## src/rtl/counter_bcd_scanner.sv

```systemverilog
// -----------------------------------------------------------------------------
// counter_bcd_scanner
//
// Purpose:
//   Converts a bank of unsigned binary counters into decimal digits for the
//   VGA text generator. Entries are processed one at a time. Each entry is
//   captured from the packed input bus, run through an iterative double-dabble
//   shifter, and its BCD digits are written into a display buffer. The text
//   generator can then read decimal digits directly, with no per-pixel
//   arithmetic.
//
// Ports:
//   clk         in   1                    system clock
//   reset       in   1                    asynchronous, active-high reset
//   enable      in   1                    start a new sweep whenever idle
//   data_raw    in   N_ENTRIES*BIN_W      packed counters, entry 0 in the MSBs
//   bcd_flat    out  N_ENTRIES*DIGITS*4   display buffer, entry 0 in the MSBs,
//                                         units digit in the low nibble
//   busy        out  1                    registered "not idle" flag
//   sweep_done  out  1                    one-cycle pulse after the last entry
//                                         has been stored
// -----------------------------------------------------------------------------
module counter_bcd_scanner #(
    parameter int N_ENTRIES = 16,
    parameter int BIN_W     = 16,
    parameter int DIGITS    = 5
) (
    input  logic                            clk,
    input  logic                            reset,
    input  logic                            enable,
    input  logic [N_ENTRIES*BIN_W-1:0]      data_raw,
    output logic [N_ENTRIES*DIGITS*4-1:0]   bcd_flat,
    output logic                            busy,
    output logic                            sweep_done
);

    localparam int BCD_W = DIGITS * 4;
    localparam int SR_W  = BCD_W + BIN_W;
    localparam int IDX_W = (N_ENTRIES > 1) ? $clog2(N_ENTRIES) : 1;
    localparam int CNT_W = (BIN_W > 1) ? $clog2(BIN_W) : 1;

    localparam logic [IDX_W-1:0] IDX_LAST = IDX_W'(N_ENTRIES - 1);
    localparam logic [CNT_W-1:0] CNT_LAST = CNT_W'(BIN_W - 1);

    localparam logic [1:0] S_IDLE  = 2'd0;
    localparam logic [1:0] S_LOAD  = 2'd1;
    localparam logic [1:0] S_SHIFT = 2'd2;
    localparam logic [1:0] S_STORE = 2'd3;

    // One double-dabble iteration. Every BCD nibble of 5 or more gets +3 so
    // that the following doubling carries correctly into the next decade.
    // The binary section is left untouched by the correction.
    function automatic logic [SR_W-1:0] dabble_step(input logic [SR_W-1:0] sr_in);
        logic [SR_W-1:0] corrected;
        corrected = sr_in;
        for (int d = 0; d < DIGITS; d++) begin
            if (corrected[BIN_W + 4*d +: 4] >= 4'd5) begin
                corrected[BIN_W + 4*d +: 4] = corrected[BIN_W + 4*d +: 4] + 4'd3;
            end else begin
                corrected[BIN_W + 4*d +: 4] = corrected[BIN_W + 4*d +: 4];
            end
        end
        return {corrected[SR_W-2:0], 1'b0};
    endfunction

    logic [1:0]       r_state;
    logic [1:0]       w_state_nxt;
    logic [IDX_W-1:0] r_idx;
    logic [CNT_W-1:0] r_cnt;
    logic [SR_W-1:0]  r_sr;
    logic [BCD_W-1:0] r_buf [N_ENTRIES];
    logic             r_busy;
    logic             r_sweep_done;

    // Unpacked view of the input bus, entry 0 sitting in the MSBs.
    logic [BIN_W-1:0] w_entries [N_ENTRIES];

    genvar g;
    generate
        for (g = 0; g < N_ENTRIES; g++) begin : g_unpack
            assign w_entries[g] = data_raw[(N_ENTRIES-1-g)*BIN_W +: BIN_W];
            assign bcd_flat[(N_ENTRIES-1-g)*BCD_W +: BCD_W] = r_buf[g];
        end
    endgenerate

    assign busy       = r_busy;
    assign sweep_done = r_sweep_done;

    // Next-state decode for the sweep FSM.
    always_comb begin
        w_state_nxt = r_state;
        case (r_state)
            S_IDLE: begin
                // enable is only looked at here; a running sweep always completes
                if (enable) begin
                    w_state_nxt = S_LOAD;
                end else begin
                    w_state_nxt = S_IDLE;
                end
            end
            S_LOAD: begin
                w_state_nxt = S_SHIFT;
            end
            S_SHIFT: begin
                if (r_cnt == CNT_LAST) begin
                    w_state_nxt = S_STORE;
                end else begin
                    w_state_nxt = S_SHIFT;
                end
            end
            S_STORE: begin
                if (r_idx == IDX_LAST) begin
                    w_state_nxt = S_IDLE;
                end else begin
                    w_state_nxt = S_LOAD;
                end
            end
            default: begin
                w_state_nxt = S_IDLE;
            end
        endcase
    end

    // State, datapath, display buffer and status flags.
    always_ff @(posedge clk or posedge reset) begin
        if (reset) begin
            r_state      <= S_IDLE;
            r_idx        <= '0;
            r_cnt        <= '0;
            r_sr         <= '0;
            r_busy       <= 1'b0;
            r_sweep_done <= 1'b0;
            for (int k = 0; k < N_ENTRIES; k++) begin
                r_buf[k] <= '0;
            end
        end else begin
            r_state      <= w_state_nxt;
            // busy follows the state being entered, so it is a clean flop output
            r_busy       <= (w_state_nxt != S_IDLE);
            r_sweep_done <= 1'b0;
            case (r_state)
                S_LOAD: begin
                    // Sole sampling point of data_raw for this entry
                    r_sr  <= {{BCD_W{1'b0}}, w_entries[r_idx]};
                    r_cnt <= '0;
                end
                S_SHIFT: begin
                    r_sr  <= dabble_step(r_sr);
                    r_cnt <= r_cnt + CNT_W'(1);
                end
                S_STORE: begin
                    // Whole-entry write keeps every buffer entry a complete conversion
                    r_buf[r_idx] <= r_sr[SR_W-1 -: BCD_W];
                    if (r_idx == IDX_LAST) begin
                        r_idx        <= '0;
                        r_sweep_done <= 1'b1;
                    end else begin
                        r_idx <= r_idx + IDX_W'(1);
                    end
                end
                default: begin
                    r_sr <= r_sr;
                end
            endcase
        end
    end

endmodule

```

## config.mk

```make
export PLATFORM = sky130hd
export DESIGN_NAME = counter_bcd_scanner
export DESIGN_NICKNAME = d
export VERILOG_FILES = /design/src/rtl/counter_bcd_scanner.sv
export SDC_FILE = /design/constraint.sdc
export NUM_CORES = 1
export LEC_CHECK = 0
export CORE_AREA = 5 5 220 222
export CTS_CLUSTER_DIAMETER = 80
export DETAILED_ROUTE_END_ITERATION = 10
export DIE_AREA = 0 0 225 227
export DONT_BUFFER_PORTS = 1
export MAX_ROUTING_LAYER = met4
export SLEW_MARGIN = 5
export SYNTH_ARGS = -nofsm -noshare
export SYNTH_HDL_FRONTEND = slang
export SYNTH_SLANG_ARGS = --single-unit
```

## constraint.sdc

```tcl
create_clock -name clk -period 28.9 [get_ports clk]
set_input_delay 5.78 -clock clk [delete_from_list [all_inputs] [get_ports clk]]
set_output_delay 5.78 -clock clk [all_outputs]
set_load 0.02 [all_outputs]
```

==> results of run 1 <==
synthesized netlist by cell type, types with 6 or more instances:
cell type / number
sky130_fd_sc_hd__dfrtp_1: 368
sky130_fd_sc_hd__mux4_2: 47
sky130_fd_sc_hd__clkbuf_1: 65
sky130_fd_sc_hd__xnor2_1: 6
sky130_fd_sc_hd__nand2_1: 130
sky130_fd_sc_hd__buf_2: 34
sky130_fd_sc_hd__nand2b_1: 6
sky130_fd_sc_hd__o21ai_0: 6
sky130_fd_sc_hd__ha_1: 18
sky130_fd_sc_hd__a22o_1: 6
sky130_fd_sc_hd__a21oi_1: 25
sky130_fd_sc_hd__inv_1: 14
sky130_fd_sc_hd__a22oi_1: 32
sky130_fd_sc_hd__mux2i_1: 7
sky130_fd_sc_hd__o22ai_1: 8
sky130_fd_sc_hd__mux4_1: 17
sky130_fd_sc_hd__o22a_1: 15
sky130_fd_sc_hd__o21ai_1: 83
sky130_fd_sc_hd__mux2_1: 240
final cells by class:
type                            instances  area [um2]
Timing Repair Buffer                   20       162.7
Clock inverter                         21       210.2
Multi-Input combinational cell        687        6417
Clock buffer                           54        1166
Antenna cell                           29       72.57
Inverter                               20       82.58
Tap cell                              607       759.5
Fill cell                            4319       28080
Sequential cell                       368        9214
layer usage:
metal / global-route usage / routed length, um / part of all wire
met4: 0.09821 / 2658 / 0.048
met3: 0.07002 / 4795 / 0.086
met1: 0.2291 / 19590 / 0.35
met5: - / 0 / 0
met2: 0.3702 / 28890 / 0.52
worst reg2reg max path: stages, from the launching register on:
cell	delay (ps)
sky130_fd_sc_hd__dfrtp_2	340
sky130_fd_sc_hd__buf_4	650
sky130_fd_sc_hd__ha_1	420
sky130_fd_sc_hd__nand2_1	710
sky130_fd_sc_hd__mux2_1	600
cells by family after synthesis:
logic type                 synth area share
DFF                                  0.5669
muxes                                0.2647
AOI/OAI and AO/OA                   0.07101
and+or+nand+nor                     0.04151
buffers and inverters               0.03828
adders and majority gates           0.01386
xor gates and xnor gates           0.003774
per-stage QoR:
| step | std cells | area [um2] | total power (uW) | utilization |
|---|---|---|---|---|
| 3_3_place_gp | 1702 | 16640 | 992.8 | 0.3604 |
| 2_1_floorplan | 1188 | 16250 | 917.1 | - |
| 5_1_grt | 1806 | 18080 | 1590 | 0.3918 |
| 3_5_place_dp | 1702 | 16640 | 1003 | 0.3604 |
| 6_report | 1806 | 18080 | 1514 | 0.3918 |
| 4_1_cts | 1777 | 18010 | 1535 | 0.3902 |
power groups by stage:
| stage | registers [uW] | clock network (uW) | logic (uW) |
|---|---|---|---|
| finish | 622 | 528 | 364 |
| global route | 629 | 562 | 400 |
| CTS | 624 | 541 | 370 |
| detailed placement | 633 | 0 | 370 |
| global placement | 631 | 0 | 362 |
| floorplan | 599 | 0 | 318 |
flip-flops by register name, indices dropped and copies added, names as in the netlist:
signal	count
r_idx	4
r_sr	36
r_cnt	4
r_state	2
sweep_done	1
busy	1
bcd_flat	320
how the worst max path moves through the flow:
stage	to	startpoint	cells past startpoint	slack, ps
after detailed placement	bcd_flat[37]	reset	2	21450
after global routing	r_sr[4]	reset	2	21780
final	bcd_flat[89]	bcd_flat[89]	0	22020
after global placement	r_idx[0]	reset	2	21520
after floorplan	bcd_flat[0]	reset	1	12900
after CTS	bcd_flat[89]	bcd_flat[89]	0	21960
==> results.rst, run 1 <==
.. list-table::
   :header-rows: 1

   * - Metric
     - Value
   * - Largest net degree at the start of global routing
     - 171
   * - Initial standard-cell utilization of the core
     - 0.3519
   * - Via-per-instance ratio
     - 5.479
   * - Mean post-synth cell area
     - 13.67 um2
   * - Max Clock Freq
     - 0.1454 GHz
   * - Worst min-delay path category
     - reg2reg
   * - Total clock sinks
     - 368
   * - Static leakage power
     - 0.008646 uW
   * - Total of endpoints with negative setup slack in the final report
     - 0
   * - Yosys cell types
     - 43
   * - End of the worst register-to-register path
     - bcd_flat[195]
   * - Largest fanout on the critical path
     - 2
   * - Routability-driven placement congestion ratio
     - 0.9177
   * - First DRT Iteration DRCs
     - 675
   * - Classification of the worst setup path
     - reg2out
   * - Total vias in the final route
     - 9895
   * - Post-detailed-route DRC marker count
     - 0
   * - Cell at the root of the clock tree
     - sky130_fd_sc_hd__clkbuf_16
   * - Post-synth ARST share
     - 1.000
   * - Maximum number of buffers from clock root to sink
     - 3
   * - Area contributors post-synth
     - sky130_fd_sc_hd__dfrtp_1 (57%), sky130_fd_sc_hd__mux2_1 (17%), sky130_fd_sc_hd__mux4_2 (6.5%)
   * - Clock-pin slew of the registers on the worst-case setup and hold paths
     - 60 ps
   * - Reg2reg start
     - r_idx[1]
   * - Post-cts resize count
     - 0
   * - Hold violation total from the final report
     - 0
   * - Fraction of power consumed by sequential logic
     - 0.411
   * - Data arrival time at the worst-slack endpoint
     - 1100 ps
   * - Internal cell power
     - 1022 uW
   * - Vertical extent of the die
     - 227 um
   * - Area growth syn-to-layout
     - 11.32%
   * - Leading cell type in the layout, fill and taps excluded
     - sky130_fd_sc_hd__dfrtp_1
   * - Overflow left after global routing
     - 0
   * - Number of cells produced by synthesis
     - 1188
   * - Number of nets in the synthesized netlist
     - 1465
   * - Sw power
     - 492.3 uW
   * - Cell area after technology mapping
     - 0.01625 mm2
   * - Transition time at the pin with the least slew margin
     - 1159 ps
   * - Floorplan die width
     - 225 um
   * - Power per Cell Area
     - 83.71 mW/mm2
   * - ANT nets after route
     - 0
   * - Total negative slack
     - 0 ps
   * - Drt total wl
     - 55.94 mm
   * - Critical Path End Type
     - output pin
   * - Worst Hold Endpoint
     - r_sr[2]
   * - Commonest non-fill, non-tap cells in the layout
     - sky130_fd_sc_hd__dfrtp_1 (366), sky130_fd_sc_hd__mux2_1 (240), sky130_fd_sc_hd__nand2_1 (130), sky130_fd_sc_hd__o21ai_1 (83), sky130_fd_sc_hd__mux4_2 (47)
   * - Number of nets in the final layout
     - 1416
   * - Hold Path Cell Cnt
     - 1
   * - DRT Pass-1 Iters
     - 4
   * - Total CTS buffers
     - 42
   * - Number of buffers added for setup after CTS
     - 0
   * - Number of pins with negative max-slew slack in the final report
     - 0
   * - Area share of the leading cell type in the synthesized netlist
     - 0.5669
   * - Vias in the first global route
     - 10170
   * - Cell Rows
     - 79
   * - HPWL after detailed placement
     - 42.05 mm
   * - Post-route clock skew
     - 27.57 ps
   * - Number of buffers added to fix hold violations after cts
     - 0
   * - Final min period
     - 6876 ps
   * - Total die area
     - 0.05108 mm2
   * - Cell type with the largest total area after synthesis
     - sky130_fd_sc_hd__dfrtp_1
   * - Worst-skew pair later-pin latency
     - 560 ps
   * - Number of levels in the clock H-tree
     - 2
   * - VDD IR max
     - 0.00005705 V
   * - Fraction of final layout cells sized beyond drive strength 1
     - 0.1265
   * - First-pass GRT wire length
     - 77.26 mm
   * - Startpoint of the worst hold path
     - r_sr[2]
   * - RSZ-0062 raised after global routing
     - false
   * - Worst R2R Setup Slack
     - 26040 ps
   * - PnR worst setup slack
     - 22020 ps
   * - Combinational share of power
     - 0.240
   * - Count of yosys warnings during synthesis
     - 0
   * - CP required
     - 23120 ps
   * - Number of port buffers
     - 0
   * - Worst reg-to-reg path cell count
     - 4
   * - Maxcap violations
     - 0
   * - Run status
     - finished clean
   * - Worst rel slew slack
     - 0.2257
   * - Number of antenna violations at the first check in global routing
     - 45
   * - Portion of the post-synthesis area used by sequential elements
     - 0.5669
   * - Detail-routed net length per standard cell
     - 30.97 um
   * - Count of flip-flops with a built-in enable after synthesis
     - 0
   * - Clock power frac
     - 0.349
   * - Final Hold Slack
     - 511.8 ps
   * - GRT Total Usage
     - 0.2163
   * - Net switching fraction of the power
     - 0.3252
   * - Core box area
     - 0.04616 mm2
   * - I/O Pins
     - 581
   * - Register bit total from synthesis
     - 368
   * - Setup crit start kind
     - flop
   * - Ys flop type
     - sky130_fd_sc_hd__dfrtp_1
   * - Post-place setup slack
     - 21450 ps
   * - CTS tree
     - built
   * - Period utilisation layout
     - 0.2379
(Power assumes the default switching activity.)
==> inputs of run 2 (changes only) <==
- CORE_AREA: 5 5 220 222 -> 5 5 221 223
- DIE_AREA: 0 0 225 227 -> 0 0 226 228
- clock period: 28.9 -> 7 ns (I/O delays scaled with it)
==> run 2 against run 1 <==
Count of clock-buffer cells in the layout decreased by 1. Global-route usage decreased by 0.099 points. Critical path type is now reg2reg. Critical path depth increased by 4. Routed wire length decreased by 0.16%. Critical endpoint is now bcd_flat[257]. Core utilization decreased by 0.32 points. Worst hold slack got worse by 3.0 ps. Clock skew increased by 2.4 ps. Power increased to 4.1 times the previous value. Clock power increased to 4.0 times the previous value. Design area decreased by 0.39%. Non-clock buffer count increased by 3. Combinational power increased to 4.2 times the previous value.
==> results.rst, run 2 (synthesis results as in run 1) <==
.. list-table::
   :header-rows: 1

   * - Metric
     - Value
   * - Uppermost layer routed
     - met4 (unchanged)
   * - Number of levels in the clock H-tree
     - 2 (unchanged)
   * - Largest fanout on the critical path
     - 69 (was 2)
   * - I/O Pins
     - 581 (unchanged)
   * - Run status
     - finished clean (unchanged)
   * - Number of flip-flops under the largest register name
     - 320 (unchanged)
   * - Number of non-filler instances in the completed layout
     - 1796 (was 1806)
   * - GRT Total Usage
     - 0.2153 (was 0.2163)
   * - Number of antenna violations at the first check in global routing
     - 29 (was 45)
   * - Number of pins with negative max-slew slack in the final report
     - 0 (unchanged)
   * - Cell at the root of the clock tree
     - sky130_fd_sc_hd__clkbuf_16 (unchanged)
   * - Hold Path Cell Cnt
     - 1 (unchanged)
   * - DRT Pass-1 Iters
     - 6 (was 4)
   * - Total buffers and inverters traversed by the critical path
     - 1
   * - Filler Cell Count
     - 4377 (was 4319)
   * - Max Clock Freq
     - 0.3443 GHz
   * - Number of buffers added to fix hold violations after cts
     - 0 (unchanged)
   * - HPWL after detailed placement
     - 41.75 mm (was 42.05 mm)
   * - Clock-pin slew of the registers on the worst-case setup and hold paths
     - 60 ps (about the same)
   * - Ordered cell list for the critical path
     - buf_4, ha_1, and2_1, mux2_1
   * - Total die area
     - 0.05153 mm2 (was 0.05108 mm2)
   * - Post-cts resize count
     - 0 (unchanged)
   * - Total negative slack
     - 0 ps (unchanged)
   * - Number of nets in the final layout
     - 1418 (was 1416)
   * - Data arrival time at the worst-slack endpoint
     - 3330 ps (was 1100 ps)
   * - Initial standard-cell utilization of the core
     - 0.3504 (was 0.3519)
   * - Number of port buffers
     - 0 (unchanged)
   * - Fraction of final layout cells sized beyond drive strength 1
     - 0.1235 (was 0.1265)
   * - CP max-delay cell
     - sky130_fd_sc_hd__and2_1
   * - First DRT Iteration DRCs
     - 707 (was 675)
   * - Overflow left after global routing
     - 0 (unchanged)
   * - Worst-skew pair later-pin latency
     - 570 ps (was 560 ps)
   * - Total chip power
     - 6184 uW (was 1514 uW)
   * - Critical Path End Type
     - flop (was output pin)
   * - Delay of the slowest critical-path stage
     - 890 ps
   * - Final min period
     - 2904 ps
   * - Detail-routed net length per standard cell
     - 31.09 um (was 30.97 um)
   * - Instance area at placement
     - 0.01666 mm2 (was 0.01664 mm2)
   * - Total vias in the final route
     - 9983 (was 9895)
   * - Combined area of the multi-input logic cells
     - 0.006420 mm2 (was 0.006417 mm2)
   * - Maximum number of buffers from clock root to sink
     - 3 (unchanged)
   * - Total of endpoints with negative setup slack in the final report
     - 0 (unchanged)
   * - ANT nets after route
     - 0 (unchanged)
   * - Vias in the first global route
     - 10210 (was 10170)
   * - Number of buffers added for setup after CTS
     - 0 (unchanged)
   * - Worst rel slew slack
     - 0.2227 (was 0.2257)
   * - CP top delay family
     - simple AND/OR/NAND/NOR gates
   * - Routability-driven placement congestion ratio
     - 0.9217 (was 0.9177)
   * - Core box area
     - 0.04636 mm2 (was 0.04616 mm2)
   * - Total clock sinks
     - 368 (unchanged)
   * - Maxcap violations
     - 0 (unchanged)
   * - Vertical extent of the die
     - 228 um (was 227 um)
   * - Setup crit start kind
     - flop (unchanged)
   * - Worst min-delay path category
     - reg2reg (unchanged)
   * - Logic depth of the worst setup path including buffers
     - 4 (was 0)
   * - Cell Rows
     - 79 (unchanged)
   * - Static leakage power
     - 0.008607 uW (was 0.008646 uW)
   * - CTS tree
     - built (unchanged)
   * - Drt total wl
     - 55.85 mm (was 55.94 mm)
   * - Metal-1 WL
     - 19.45 mm (was 19.59 mm)
   * - Period utilisation layout
     - 0.4149
   * - CP required
     - 7420 ps (was 23120 ps)
   * - WL met3
     - 5.266 mm (was 4.795 mm)
   * - Hold violation total from the final report
     - 0 (unchanged)
   * - Transition time at the pin with the least slew margin
     - 1166 ps (was 1159 ps)
   * - Total CTS buffers
     - 41 (was 42)
   * - Area growth syn-to-layout
     - 10.88% (was 11.32%)
   * - VDD IR max
     - 0.0001892 V (was 0.00005705 V)
   * - First-pass GRT wire length
     - 78.29 mm (was 77.26 mm)
   * - Met2 Routed Length
     - 28.73 mm (was 28.89 mm)
   * - RSZ-0062 raised after global routing
     - false (unchanged)
   * - Floorplan die width
     - 226 um (was 225 um)
   * - Number of instances in the placed design
     - 1705 (was 1702)
   * - Classification of the worst setup path
     - reg2reg (was reg2out)
   * - Commonest non-fill, non-tap cells in the layout
     - sky130_fd_sc_hd__dfrtp_1 (366), sky130_fd_sc_hd__mux2_1 (240), sky130_fd_sc_hd__nand2_1 (129), sky130_fd_sc_hd__o21ai_1 (83), sky130_fd_sc_hd__mux4_2 (47) (was sky130_fd_sc_hd__dfrtp_1 (366), sky130_fd_sc_hd__mux2_1 (240), sky130_fd_sc_hd__nand2_1 (130), sky130_fd_sc_hd__o21ai_1 (83), sky130_fd_sc_hd__mux4_2 (47))
   * - Power per Cell Area
     - 343.3 mW/mm2 (was 83.71 mW/mm2)
   * - Via-per-instance ratio
     - 5.558 (was 5.479)
   * - Seq. cell area
     - 0.009214 mm2 (unchanged)
   * - Post-route cell area
     - 0.01801 mm2 (was 0.01808 mm2)
   * - Final core utilization
     - 0.3886 (was 0.3918)
   * - Worst reg-to-reg path cell count
     - 4 (unchanged)
   * - Largest net degree at the start of global routing
     - 163 (was 171)
   * - Leading cell type in the layout, fill and taps excluded
     - sky130_fd_sc_hd__dfrtp_1 (unchanged)
   * - Post-detailed-route DRC marker count
     - 0 (unchanged)
   * - Post-route clock skew
     - 29.94 ps (was 27.57 ps)
==> run 2: cell count changes in the layout (fill, tap and decap cells not counted), moves of 2 or more <==
cell and change:
sky130_fd_sc_hd__buf_4 +3, sky130_fd_sc_hd__clkbuf_8 -2, sky130_fd_sc_hd__clkinv_2 -4, sky130_fd_sc_hd__diode_2 -6
==> run 2: area by class of cell <==
type | count | area share
Sequential cell | 368 | 0.5115
Multi-Input combinational cell | 687 | 0.3564
Clock buffer | 53 | 0.06342
Tap cell | 607 | 0.04216
Timing Repair Buffer | 23 | 0.01028
Clock inverter | 15 | 0.008682
Inverter | 20 | 0.004376
Antenna cell | 23 | 0.003195
==> run 2: path summary, 6_finish.rpt <==
path,slack [ps],end,from
worst min-delay path,510,r_sr[5],r_sr[5]
worst max-delay path,4100,bcd_flat[257],r_idx[1]
worst min register to register,510,r_sr[5],r_sr[5]
max in group asynchronous,4610,r_idx[0],reset
worst max register to register,4100,bcd_flat[257],r_idx[1]
min in group asynchronous,830,bcd_flat[265],reset
==> run 2: metrics by stage <==
step / worst slack [ps] / hold slack (ps)
2_1_floorplan: 661.8 / 471.6
3_3_place_gp: 3982 / 481.2
3_5_place_dp: 3905 / 496.6
4_1_cts: 4059 / 510.1
5_1_grt: 3905 / 534.6
6_report: 4096 / 508.9
==> run 2: worst reg2reg max path: cells and delay by family, from the launching register on <==
kind                       cells  cell delay, ps
muxes                          1             400
adders and majority gates      1             500
buffers and inverters          1             650
DFF                            1             330
and+or+nand+nor                1             890
==> run 2: where the power goes <==
group | internal (uW) | total (uW) | leakage [uW] | switching, uW
clock | 1200 | 2090 | 0.000632 | 892
combinational | 680 | 1540 | 0.00290 | 864
sequential | 2280 | 2550 | 0.00508 | 268
total | 4160 | 6180 | 0.00861 | 2020
==> run 2: per-layer routing <==
layer | track usage | vias up
met5 | - | -
met4 | 0.08417 | 0
met3 | 0.07436 | 100
met2 | 0.3673 | 501
met1 | 0.2298 | 5155
li1 | - | 4227
